$ cat src/rtl/raster_scheduler.sv
// Triangle dispatch controller: queues setup records, culls degenerate ones,
// presents one triangle at a time to the rasterizer and keeps statistics.
package raster_pkg;
  typedef struct packed {
    logic       valid;
    logic [7:0] tri_id;
    logic [9:0] min_x;
    logic [9:0] min_y;
    logic [9:0] max_x;
    logic [9:0] max_y;
  } triangle_setup_t;

  typedef enum logic [1:0] {
    S_IDLE  = 2'd0,
    S_START = 2'd1,
    S_WAIT  = 2'd2
  } ras_state_e;
endpackage

// Handshake: a record is pushed on the cycle in_valid && in_ready; the
// rasterizer accepts a triangle on the cycle ras_start && !ras_busy.
module raster_scheduler
  import raster_pkg::*;
#(
  parameter int FIFO_DEPTH = 4,
  parameter int CNT_W      = 32
) (
  input  logic            clk,
  input  logic            rst_n,
  input  triangle_setup_t in_tri,
  input  logic            in_valid,
  output logic            in_ready,
  input  logic            flush,
  output triangle_setup_t ras_tri,
  output logic            ras_start,
  input  logic            ras_busy,
  input  logic            ras_done,
  input  logic            ras_frag_valid,
  input  logic            ras_frag_ready,
  input  logic            clear_stats,
  output logic            idle,
  output logic [CNT_W-1:0] tri_count,
  output logic [CNT_W-1:0] frag_count,
  output logic [CNT_W-1:0] cull_count,
  output ras_state_e      dbg_state_o
);
  localparam int PTR_W = $clog2(FIFO_DEPTH);

  triangle_setup_t mem_q [FIFO_DEPTH];
  logic [PTR_W-1:0] wr_ptr_q, rd_ptr_q;
  logic [PTR_W:0]   count_q, count_d;
  ras_state_e       state_q, state_d;
  triangle_setup_t  ras_tri_q;
  logic [CNT_W-1:0] tri_cnt_q, frag_cnt_q, cull_cnt_q;

  logic            empty, full, push, pop;
  logic            cull, load, cull_inc, done_inc;
  triangle_setup_t head;

  assign empty    = (count_q == '0);
  assign full     = (count_q == (PTR_W+1)'(FIFO_DEPTH));
  assign in_ready = !full && !flush;
  assign push     = in_valid && in_ready;
  assign pop      = (state_q == S_IDLE) && !empty && !flush;
  assign head     = mem_q[rd_ptr_q];
  // A record with no valid flag or an inverted bbox produces no fragments.
  assign cull     = !head.valid || (head.min_x > head.max_x) || (head.min_y > head.max_y);

  // Storage array: written on push only, no reset needed.
  always_ff @(posedge clk) begin
    if (push) mem_q[wr_ptr_q] <= in_tri;
  end

  // Occupancy next value from push/pop.
  always_comb begin
    count_d = count_q;
    case ({push, pop})
      2'b10:   count_d = count_q + 1'b1;
      2'b01:   count_d = count_q - 1'b1;
      default: count_d = count_q;
    endcase
  end

  // FIFO pointers; flush drops everything queued by catching up the read side.
  always_ff @(posedge clk or negedge rst_n) begin
    if (!rst_n) begin
      wr_ptr_q <= '0;
      rd_ptr_q <= '0;
      count_q  <= '0;
    end else if (flush) begin
      rd_ptr_q <= wr_ptr_q;
      count_q  <= '0;
    end else begin
      if (push) wr_ptr_q <= wr_ptr_q + 1'b1;
      if (pop)  rd_ptr_q <= rd_ptr_q + 1'b1;
      count_q <= count_d;
    end
  end

  // Dispatch FSM next-state and strobes.
  always_comb begin
    state_d  = state_q;
    load     = 1'b0;
    cull_inc = 1'b0;
    done_inc = 1'b0;
    case (state_q)
      S_IDLE: begin
        if (pop) begin
          if (cull) begin
            cull_inc = 1'b1;
          end else begin
            load    = 1'b1;
            state_d = S_START;
          end
        end
      end
      S_START: begin
        if (!ras_busy) state_d = S_WAIT;
      end
      S_WAIT: begin
        if (ras_done) begin
          done_inc = 1'b1;
          state_d  = S_IDLE;
        end
      end
      default: state_d = S_IDLE;
    endcase
  end

  // FSM state register.
  always_ff @(posedge clk or negedge rst_n) begin
    if (!rst_n) state_q <= S_IDLE;
    else        state_q <= state_d;
  end

  // Active triangle register, held through start and rasterization.
  always_ff @(posedge clk or negedge rst_n) begin
    if (!rst_n)    ras_tri_q <= '0;
    else if (load) ras_tri_q <= head;
  end

  // Statistics; clear wins over a same-cycle increment.
  always_ff @(posedge clk or negedge rst_n) begin
    if (!rst_n) begin
      tri_cnt_q  <= '0;
      frag_cnt_q <= '0;
      cull_cnt_q <= '0;
    end else if (clear_stats) begin
      tri_cnt_q  <= '0;
      frag_cnt_q <= '0;
      cull_cnt_q <= '0;
    end else begin
      if (done_inc) tri_cnt_q <= tri_cnt_q + 1'b1;
      if (ras_frag_valid && ras_frag_ready) frag_cnt_q <= frag_cnt_q + 1'b1;
      if (cull_inc) cull_cnt_q <= cull_cnt_q + 1'b1;
    end
  end

  assign ras_tri     = ras_tri_q;
  assign ras_start   = (state_q == S_START);
  assign idle        = (state_q == S_IDLE) && empty;
  assign tri_count   = tri_cnt_q;
  assign frag_count  = frag_cnt_q;
  assign cull_count  = cull_cnt_q;
  assign dbg_state_o = state_q;
endmodule

$ cat config.mk
export PLATFORM = sky130hd
export DESIGN_NAME = raster_scheduler
export DESIGN_NICKNAME = d
export VERILOG_FILES = /design/src/rtl/raster_scheduler.sv
export SDC_FILE = /design/constraint.sdc
export NUM_CORES = 1
export LEC_CHECK = 0
export ABC_AREA = 1
export CORE_MARGIN = 2
export CORE_UTILIZATION = 34
export DETAILED_ROUTE_END_ITERATION = 8
export DONT_BUFFER_PORTS = 1
export GPL_TIMING_DRIVEN = 1
export PLACE_DENSITY_LB_ADDON = 0.25
export SLEW_MARGIN = 10
export SYNTH_ARGS = -nofsm -noshare
export SYNTH_HDL_FRONTEND = slang
export SYNTH_SLANG_ARGS = --single-unit
$ cat constraint.sdc
create_clock -name clk -period 3.23 [get_ports clk]
set_input_delay 0.646 -clock clk [delete_from_list [all_inputs] [get_ports clk]]
set_output_delay 0.646 -clock clk [all_outputs]
set_load 0.02 [all_outputs]
==> flow_summary.ini, run 1 <==
[synthesis]
synth_top_cell_by_area = edfxtp_1
syn-num-nets = 1910
yosysTopAreaCellShare_pct = 35.6
synthFlopType = edfxtp_1
synthCells = 1824
avgSynthCellArea_um2 = 9.06
synth_warnings = 0
synth_cell_type_count = 35
seq_area_frac_synth_pct = 59.0
async_reset_ff_share_pct = 44.0
syn_area_um2 = 16500
yosysMostFrequentCell = nand2_1
synth_edf_count = 196
synth.area.top_cells = edfxtp_1, dfrtp_1, nand2_1, nor2_1, o21ai_0
ys_ff_latch = 350
synth.top_cells.by_count = nand2_1, nor2_1, edfxtp_1, inv_1, o21ai_0

[finish]
layout-drive-gt1-share_pct = 6.73
n_fill_cell = 4791
synthToLayoutAreaGrowth_pct = 13.6
multi_input_area_um2 = 5820
seqCellArea_um2 = 9740
fin_nets = 1912
fin_util_pct = 39.2
finalNonFillerCells = 2474

[placed_design]
dpl.cell_count = 2398
gp_routability_congestion = 0.919
port_buffers = 0
post-dp-hpwl_um = 29800

[global_routing]
grt_pass1_wl_um = 70700
antenna_found_initial = 0
grt_use_total_pct = 18.0
grt_pass1_vias = 12300
overflow = 0
grt_max_degree = 155

[route]
first_pass_iters = 5
route.detailed.drc = 0
via_per_inst = 5.08
ant_nets = 0
detail_route.wl_per_cell_um = 18.3
wl_um = 45200
drtIter0Drc = 935
vias = 12600

[sta]
clock-skew-final_ns = 0.0205
rsz0062_at_grt = true
period_needed_ns = 2.98
max_slew_margin_pct = 55.3
worst_pin_slew_ns = 0.668
hold_slack_ns = -0.224
clock.fmax_mhz = 335
fin_crit_sh_pct = 92.4
finalSetupViolCount = 0
final_max_slew_viol_count = 0
hold_viol_final = 154

[critical_path]
arrival_ns = 3.48
cp_slowest_cell = dfrtp_4
critPathMostFrequentCell = nand2_1
start_kind = register
required_ns = 3.72
cp_slowest_stage_delay_ns = 0.46
cp_cell_sequence = buf_16 -> o21ai_0 -> o22ai_1 -> inv_1 -> ha_1 -> nand2_1 -> nor2_1 -> nand4_1 -> nand2_1 -> nand3_2 -> nor2_4 -> buf_12 -> nand2_1 -> nand2_1
end_kind = register
crit_buf_inv = 3
timing.setup.critical_path_class = reg -> reg
path_delay_family = simple AND/OR/NAND/NOR gates
crit_fanout = 101

[die]
die_x_um = 224
num_rows = 80
start_util_pct = 34.5
top_level_ports = 208
fp.dieH_um = 224
core-area_um2 = 47800
die_area_um2 = 50400

[power]
p_leak_nw = 7.63
peakVddDrop_v = 0.000511
power_density_nw_per_um2 = 794

[cts]
cts-buffers-inserted = 41
clk_pin_slew_ns = 0.06
clk_latency_ns = 0.57
clockBufferDepth = 3
cts_tree = yes
cts_root_buf = clkbuf_16
cts_setup_buffers = 0
h-tree-depth = 2
clock-sinks = 350

[worst_hold_path]
holdCritPathClass = in -> async

[outcome]
violations = hold timing
status = finished with violations

[flow_run]
cap_violations = 0
==> cell usage in the layout, fill, tap and decap left out, types with 35 or more instances in the layout <==
cell type,instances
dfrtp_1,152
nor3_1,35
nand2_1,444
nor2_1,232
inv_1,182
nand4_1,61
o21ai_0,163
o22ai_1,46
nand3_1,117
clkbuf_16,43
edfxtp_1,196
==> worst paths after layout <==
kind,cells after the start,startpoint,to,slack (ns)
setup / recovery,14,rd_ptr_q[0],ras_tri[26],0.25
max in group asynchronous,0,rst_n,rd_ptr_q[0],3.10
hold / removal,0,rst_n,ras_tri[6],-0.22
hold reg to reg,4,mem_q[0][44],ras_tri[44],0.62
setup reg to reg,14,rd_ptr_q[0],ras_tri[26],0.25
min in group clk,1,clear_stats,frag_count[0],0.16
==> layout make-up <==
| type | count | share of cell area (%) |
|---|---|---|
| Sequential cell | 350 | 51.9 |
| Clock buffer | 63 | 6.51 |
| Timing Repair Buffer | 28 | 1.98 |
| Multi-Input combinational cell | 1216 | 31.0 |
| Inverter | 189 | 3.80 |
| Tap cell | 615 | 4.10 |
| Antenna cell | 1 | 0.0133 |
| Clock inverter | 12 | 0.627 |
==> layer usage <==
layer  track usage [%]  part of all wire (%)
met3              6.44                   9.1
met1              22.4                    42
met5                 0                     0
met2              29.4                    46
met4              5.28                   2.2
==> registers in the layout, summed over array words and instances (netlist names) <==
name and cells:
rd_ptr_q 2, count_q 3, frag_count 32, ras_tri 49, dbg_state_o 2, mem_q 196
wr_ptr_q 2, cull_count 32, tri_count 32
==> stage by stage <==
stage / area, um2 / setup slack (ns) / hold slack [ns] / total power, W / TNS [ns]
finish: 18800 / 0.245 / -0.224 / 0.0149 / 0
global route: 18800 / -0.00653 / -0.254 / 0.0159 / -0.00653
CTS: 18700 / 0.0518 / -0.268 / 0.0151 / 0
detailed placement: 17400 / 0.0889 / 0.354 / 0.0104 / 0
global placement: 17400 / 0.117 / 0.354 / 0.0103 / 0
floorplan: 16500 / -0.720 / 0.350 / 0.00881 / -141.04
==> worst register-to-register path: cells and delay by family, from the launching register on <==
kind | cells | cell delay, ns
AOI/OAI and AO/OA | 2 | 0.36
adders and majority gates | 1 | 0.31
buffers and inverters | 3 | 0.65
DFF | 1 | 0.46
and+or+nand+nor | 8 | 1.14
==> power breakdown <==
part	internal [W]	leakage (nW)	switching [W]
registers	0.00532	3.86	0.000710
clock network	0.00270	0.655	0.00186
logic	0.00137	3.11	0.00294
==> kinds of logic after synthesis <==
group                    after synthesis  synth area share [%]
AO/OA/AOI/OAI                        254                  8.24
flip-flops                           350                  59.0
buffers and inverters                258                  6.14
XOR/XNOR                              19                  1.01
AND/OR/NAND/NOR                      915                  23.5
adder cells (fa/ha/maj)               28                  2.17
==> repair_timing <==
| item | in CTS | in global routing |
|---|---|---|
| endpoints found under the hold margin | 154 | 154 |
| setup endpoints to repair | 0 | 56 |
| gates resized for setup | 0 | 8 |
(Power assumes the default switching activity.)
==> run 2, diff against run 1 <==
Settings changed: SKIP_CTS_REPAIR_TIMING set to 1.
==> results of run 2 <==
Final layout, timing and power as in run 1 (identical DEF).
